### config.mk
export PLATFORM = sky130hd
export DESIGN_NAME = rect_painter
export DESIGN_NICKNAME = d
export VERILOG_FILES = /design/src/rtl/rect_painter.sv
export SDC_FILE = /design/constraint.sdc
export NUM_CORES = 1
export LEC_CHECK = 0
export ABC_AREA = 1
export CORE_ASPECT_RATIO = 0.75
export CORE_UTILIZATION = 45
export DETAILED_ROUTE_END_ITERATION = 8
export GPL_ROUTABILITY_DRIVEN = 0
export GPL_TIMING_DRIVEN = 0
export PLACE_DENSITY = 0.68
export SLEW_MARGIN = 20
export SYNTH_ARGS = -nofsm -noshare
export SYNTH_HDL_FRONTEND = slang
export SYNTH_SLANG_ARGS = --single-unit
### constraint.sdc
create_clock -name clock -period 4 [get_ports clock]
set_input_delay 0.8 -clock clock [delete_from_list [all_inputs] [get_ports clock]]
set_output_delay 0.8 -clock clock [all_outputs]
set_load 0.03 [all_outputs]
### src/rtl/rect_painter.sv
// Rectangle painter: drives VGA adapter pixel writes to fill a clipped
// rectangle in raster order, one pixel per clock.
module rect_painter #(
    parameter RESOLUTION = "640x480",
    parameter int COLOR_DEPTH = 9,
    parameter int nX = (RESOLUTION == "640x480") ? 10 : (RESOLUTION == "320x240") ? 9 : 8,
    parameter int nY = (RESOLUTION == "640x480") ? 9 : (RESOLUTION == "320x240") ? 8 : 7
) (
    input  logic                   clock,
    input  logic                   reset,
    input  logic                   start,
    input  logic [nX-1:0]          x0,
    input  logic [nY-1:0]          y0,
    input  logic [nX-1:0]          w,
    input  logic [nY-1:0]          h,
    input  logic [COLOR_DEPTH-1:0] fill_color,
    input  logic                   abort,
    output logic                   busy,
    output logic                   done,
    output logic [nX-1:0]          x,
    output logic [nY-1:0]          y,
    output logic [COLOR_DEPTH-1:0] color,
    output logic                   write
);

    localparam int XMAX = (RESOLUTION == "640x480") ? 640 : (RESOLUTION == "320x240") ? 320 : 160;
    localparam int YMAX = (RESOLUTION == "640x480") ? 480 : (RESOLUTION == "320x240") ? 240 : 120;
    localparam logic [nX:0] XMAX_V = XMAX[nX:0];
    localparam logic [nY:0] YMAX_V = YMAX[nY:0];

    typedef enum logic [1:0] {
        IDLE,
        CLIP,
        DRAW,
        DONE
    } state_t;

    state_t                 state_q, state_d;
    logic [nX-1:0]          x0_q, x0_d;
    logic [nY-1:0]          y0_q, y0_d;
    logic [nX-1:0]          w_q, w_d;
    logic [nY-1:0]          h_q, h_d;
    logic [nX:0]            xe_q, xe_d;
    logic [nY:0]            ye_q, ye_d;
    logic [nX-1:0]          x_d;
    logic [nY-1:0]          y_d;
    logic [COLOR_DEPTH-1:0] color_d;
    logic                   write_d, done_d, busy_d;

    // One extra bit on every sum so the clip compare never sees a wrapped value
    logic [nX:0] x_sum, x_nx;
    logic [nY:0] y_sum, y_nx;

    assign x_sum = {1'b0, x0_q} + {1'b0, w_q};
    assign y_sum = {1'b0, y0_q} + {1'b0, h_q};
    assign x_nx  = {1'b0, x} + {{nX{1'b0}}, 1'b1};
    assign y_nx  = {1'b0, y} + {{nY{1'b0}}, 1'b1};

    always_comb begin
        state_d = state_q;
        x0_d    = x0_q;
        y0_d    = y0_q;
        w_d     = w_q;
        h_d     = h_q;
        xe_d    = xe_q;
        ye_d    = ye_q;
        x_d     = x;
        y_d     = y;
        color_d = color;
        write_d = 1'b0;

        case (state_q)
            IDLE: begin
                if (start) begin
                    x0_d    = x0;
                    y0_d    = y0;
                    w_d     = w;
                    h_d     = h;
                    color_d = fill_color;
                    state_d = CLIP;
                end
            end
            CLIP: begin
                if (abort) begin
                    state_d = IDLE;
                end else begin
                    xe_d = (x_sum > XMAX_V) ? XMAX_V : x_sum;
                    ye_d = (y_sum > YMAX_V) ? YMAX_V : y_sum;
                    if (w_q == '0 || h_q == '0 ||
                        {1'b0, x0_q} >= XMAX_V || {1'b0, y0_q} >= YMAX_V) begin
                        state_d = DONE;
                    end else begin
                        x_d     = x0_q;
                        y_d     = y0_q;
                        write_d = 1'b1;
                        state_d = DRAW;
                    end
                end
            end
            DRAW: begin
                // The pixel presented this cycle is written regardless of abort
                if (abort) begin
                    state_d = IDLE;
                end else if (x_nx < xe_q) begin
                    x_d     = x_nx[nX-1:0];
                    write_d = 1'b1;
                end else if (y_nx < ye_q) begin
                    x_d     = x0_q;
                    y_d     = y_nx[nY-1:0];
                    write_d = 1'b1;
                end else begin
                    state_d = DONE;
                end
            end
            DONE: begin
                state_d = IDLE;
            end
            default: begin
                state_d = IDLE;
            end
        endcase

        busy_d = (state_d != IDLE);
        done_d = (state_d == DONE);
    end

    always_ff @(posedge clock or posedge reset) begin
        if (reset) begin
            state_q <= IDLE;
            x0_q    <= '0;
            y0_q    <= '0;
            w_q     <= '0;
            h_q     <= '0;
            xe_q    <= '0;
            ye_q    <= '0;
            x       <= '0;
            y       <= '0;
            color   <= '0;
            write   <= 1'b0;
            done    <= 1'b0;
            busy    <= 1'b0;
        end else begin
            state_q <= state_d;
            x0_q    <= x0_d;
            y0_q    <= y0_d;
            w_q     <= w_d;
            h_q     <= h_d;
            xe_q    <= xe_d;
            ye_q    <= ye_d;
            x       <= x_d;
            y       <= y_d;
            color   <= color_d;
            write   <= write_d;
            done    <= done_d;
            busy    <= busy_d;
        end
    end

endmodule

==> qor.yml <==
status:
  outcome: "complete, no violations"
pwr:
  total_power_mw: 7.16
  vdd_drop_max_uv: 439
  leakagePower_nw: 3.65
  power.density_mw_per_mm2: 985
timing:
  timing.slew.headroom_pct: 50.2
  worst_pin_slew_ns: 0.746
  fin_skew_ns: 0.00565
  setup_violations: 0
  rsz0062_at_grt: "no"
  fin_crit_sh_pct: 74.4
  maxSlewViolCount: 0
  max_freq_mhz: 336
  hold_viol_final: 0
  fin_crit_ns: 2.98
  setup_ws_ns: 1.02
  holdWs_ns: 0.481
logic_synthesis:
  synth_area_sq_mm: 0.00594
  dominantRegCellSynth: "dfrtp_1"
  synthArstFlopShare_pct: 100
  synth_top_cell_by_area: "dfrtp_1"
  synth_edf_count: 0
  synthTopCellsByCount: "205 x nand2_1, 101 x inv_1, 92 x dfrtp_1, 68 x nor2_1"
  synthTopCellsByArea: "dfrtp_1 39%, nand2_1 13%, ha_1 9.3%, mux2_2 6.6%, inv_1 6.4%"
  syn-instance-count: 742
  synth_seq_cells: 92
  synth_cell_types: 44
  synthesis.nets: 839
  avgSynthCellArea_sq_um: 8.00
  synth_warnings: 0
  synth-seq-area-share_pct: 38.8
  yosysMostFrequentCell: "nand2_1"
  yosysTopAreaCellShare_pct: 38.8
critical_path:
  worstSetupPathType: "reg2reg"
  setup.worst_path.end_class: "flip-flop"
  worstPathMaxFanout: 10
  reg2reg_slack_ns: 1.02
  cp.arrival_ns: 3.21
  timing.rr.end: "x[3]"
  ff2ff_path_depth: 14
  reg2reg_from: "x[0]"
  worst_ep_required_time_ns: 4.23
  critPathLaunch: "x[0]"
  critPathLaunchType: "flip-flop"
  cp_cell_sequence: "ha_1, nand3_1, nor2_1, nand3b_1, xor2_1, inv_1, ha_1, a21oi_1, nor2_1, nor2_2, nand4_4, buf_2, o21ai_0, o21ai_2"
  endpoint: "x[3]"
  critPathSlowestCell: "dfrtp_1"
  slowest_delay_ns: 0.49
cells_and_area:
  finalNetCount: 932
  antenna_cells: 0
  syn_to_final_growth_pct: 22.4
  final_cells: 1003
  finish.utilization_pct: 57.8
  drive_gt1_share_pct: 11.4
detailed_routing:
  antenna_left: 0
  initialDrtViolationCount: 412
  first_pass_iters: 6
  drt-wirelength-per-cell_um: 14.0
  totalWireLength_mm: 14.0
  via_count: 5023
  drc_errors: 0
  vias_per_cell: 5.01
floorplan:
  start_util_pct: 47.2
  rows: 35
  core_sq_mm: 0.0126
  dieWidth_um: 135
  ioPinCount: 82
  dieArea_sq_mm: 0.0137
  die_h_um: 101
cts:
  numCtsBuffers: 9
  cts_resized: 0
  cts_max_path_buffers: 2
  ctsHoldBuffers: 0
  insertion_delay_ns: 0.35
  cts.sinks: 92
  htree_levels: 3
  cts-root-buf: "clkbuf_16"
  clk_pin_slew_ns: 0.06
  postCtsSetupBuffers: 0
  cts_tree: "built"
placement:
  hpwlAfterDp_mm: 10.9
  place_ws_ns: 1.07
  placedCellCount: 990
  io_buffers: 81
global_route:
  overflow: 0
  grt_pass1_vias: 4742
  grt_max_degree: 57
  grt_use_total_pct: 22.0
  antenna_found_initial: 0
  grt_pass1_wl_mm: 23.2
worst_hold_path:
  hold_path_depth: 2
  hold_class: "reg2reg"
flow_run:
  maxCapViolCount: 0
[layer usage]
metal  vias to the layer above  wire length, um  track usage, %  share of wire (%)
li1                       2559                -               -                  -
met1                      2312             7150            32.2                 51
met2                       142             5920            32.9                 42
met3                        10              819            4.65                5.8
met4                         0              141            5.96                1.0
met5                         -                0               0                  0
[worst min-delay path by stage]
stage                  from       to  slack (ns)
finish              xe_q[8]  xe_q[8]        0.48
detailed placement  xe_q[2]  xe_q[2]        0.47
floorplan           xe_q[5]  xe_q[5]        0.45
global route        xe_q[8]  xe_q[8]        0.51
CTS                 xe_q[2]  xe_q[2]        0.48
global placement    xe_q[5]  xe_q[5]        0.47
[critical path: cells and delay by family (launching register included)]
| kind | cells | cell delay, ns |
|---|---|---|
| and+or+nand+nor | 6 | 0.86 |
| DFF | 1 | 0.49 |
| AOI/OAI and AO/OA | 3 | 0.50 |
| buffers and inverters | 2 | 0.30 |
| adders and majority gates | 2 | 0.53 |
| xor gates and xnor gates | 1 | 0.16 |
[report_power, final]
group | internal, mW | leakage, nW | total [mW] | switching, mW
Sequential | 1.38 | 1.10 | 1.78 | 0.404
Combinational | 1.76 | 2.41 | 4.54 | 2.78
Clock | 0.491 | 0.134 | 0.838 | 0.347
Total | 3.63 | 3.65 | 7.16 | 3.53
[layout by cell type (no fill, tap or decap), types with 2 or more instances in the layout]
cell type	synthesis	layout
buf_1	4	4
xnor2_1	2	2
dfrtp_1	92	92
o21ai_0	23	23
inv_2	4	4
nor3_1	6	6
buf_6	2	2
a21oi_2	2	2
a21o_1	3	3
nand4_1	6	6
clkdlybuf4s50_1	0	81
mux2_2	35	35
nand2_1	205	205
fa_1	2	2
clkbuf_1	5	6
inv_1	101	100
nor2_2	3	3
nor3b_1	2	2
a21oi_1	34	34
nand3b_1	2	2
o21ai_2	14	14
ha_1	44	44
nand3_2	4	4
nor2_1	68	68
nand3_1	44	44
xor2_1	10	10
clkbuf_16	0	9
nand2_2	4	4
nand2_4	3	3
o21ai_4	2	2
[sequential cells by signal, summed over array words and instances, names as in the netlist, 10 cells and up]
register,flops
w_q,10
xe_q,11
x,10
x0_q,10
ye_q,10
[through the flow]
stage | area (sq um) | setup TNS (ns)
floorplan | 5940 | 0
global placement | 6960 | -48.69
detailed placement | 6990 | 0
CTS | 7270 | 0
global route | 7270 | 0
finish | 7270 | 0
[area by class of cell]
| cell class | instances | area (sq um) |
|---|---|---|
| well taps | 166 | 208 |
| repair buffers | 82 | 838 |
| clock inverters | 2 | 37.5 |
| flip-flops and latches | 92 | 2300 |
| clock buffers | 11 | 243 |
| plain buffers | 13 | 68.8 |
| fillers | 1093 | 5300 |
| multi-input cells | 531 | 3170 |
| inverters | 106 | 400 |
[logic make-up (layout without fill, tap and decap cells)]
family,Yosys count,in the layout,share of synthesized area [%]
compound gates,83,83,8.70
simple gates,353,353,25.9
flops,92,92,38.8
buf+inv,119,214,7.86
mux,36,36,6.81
xor+xnor,13,13,2.04
fa+ha+maj,46,46,9.95
Note: power is estimated with default switching activity, not from simulation.
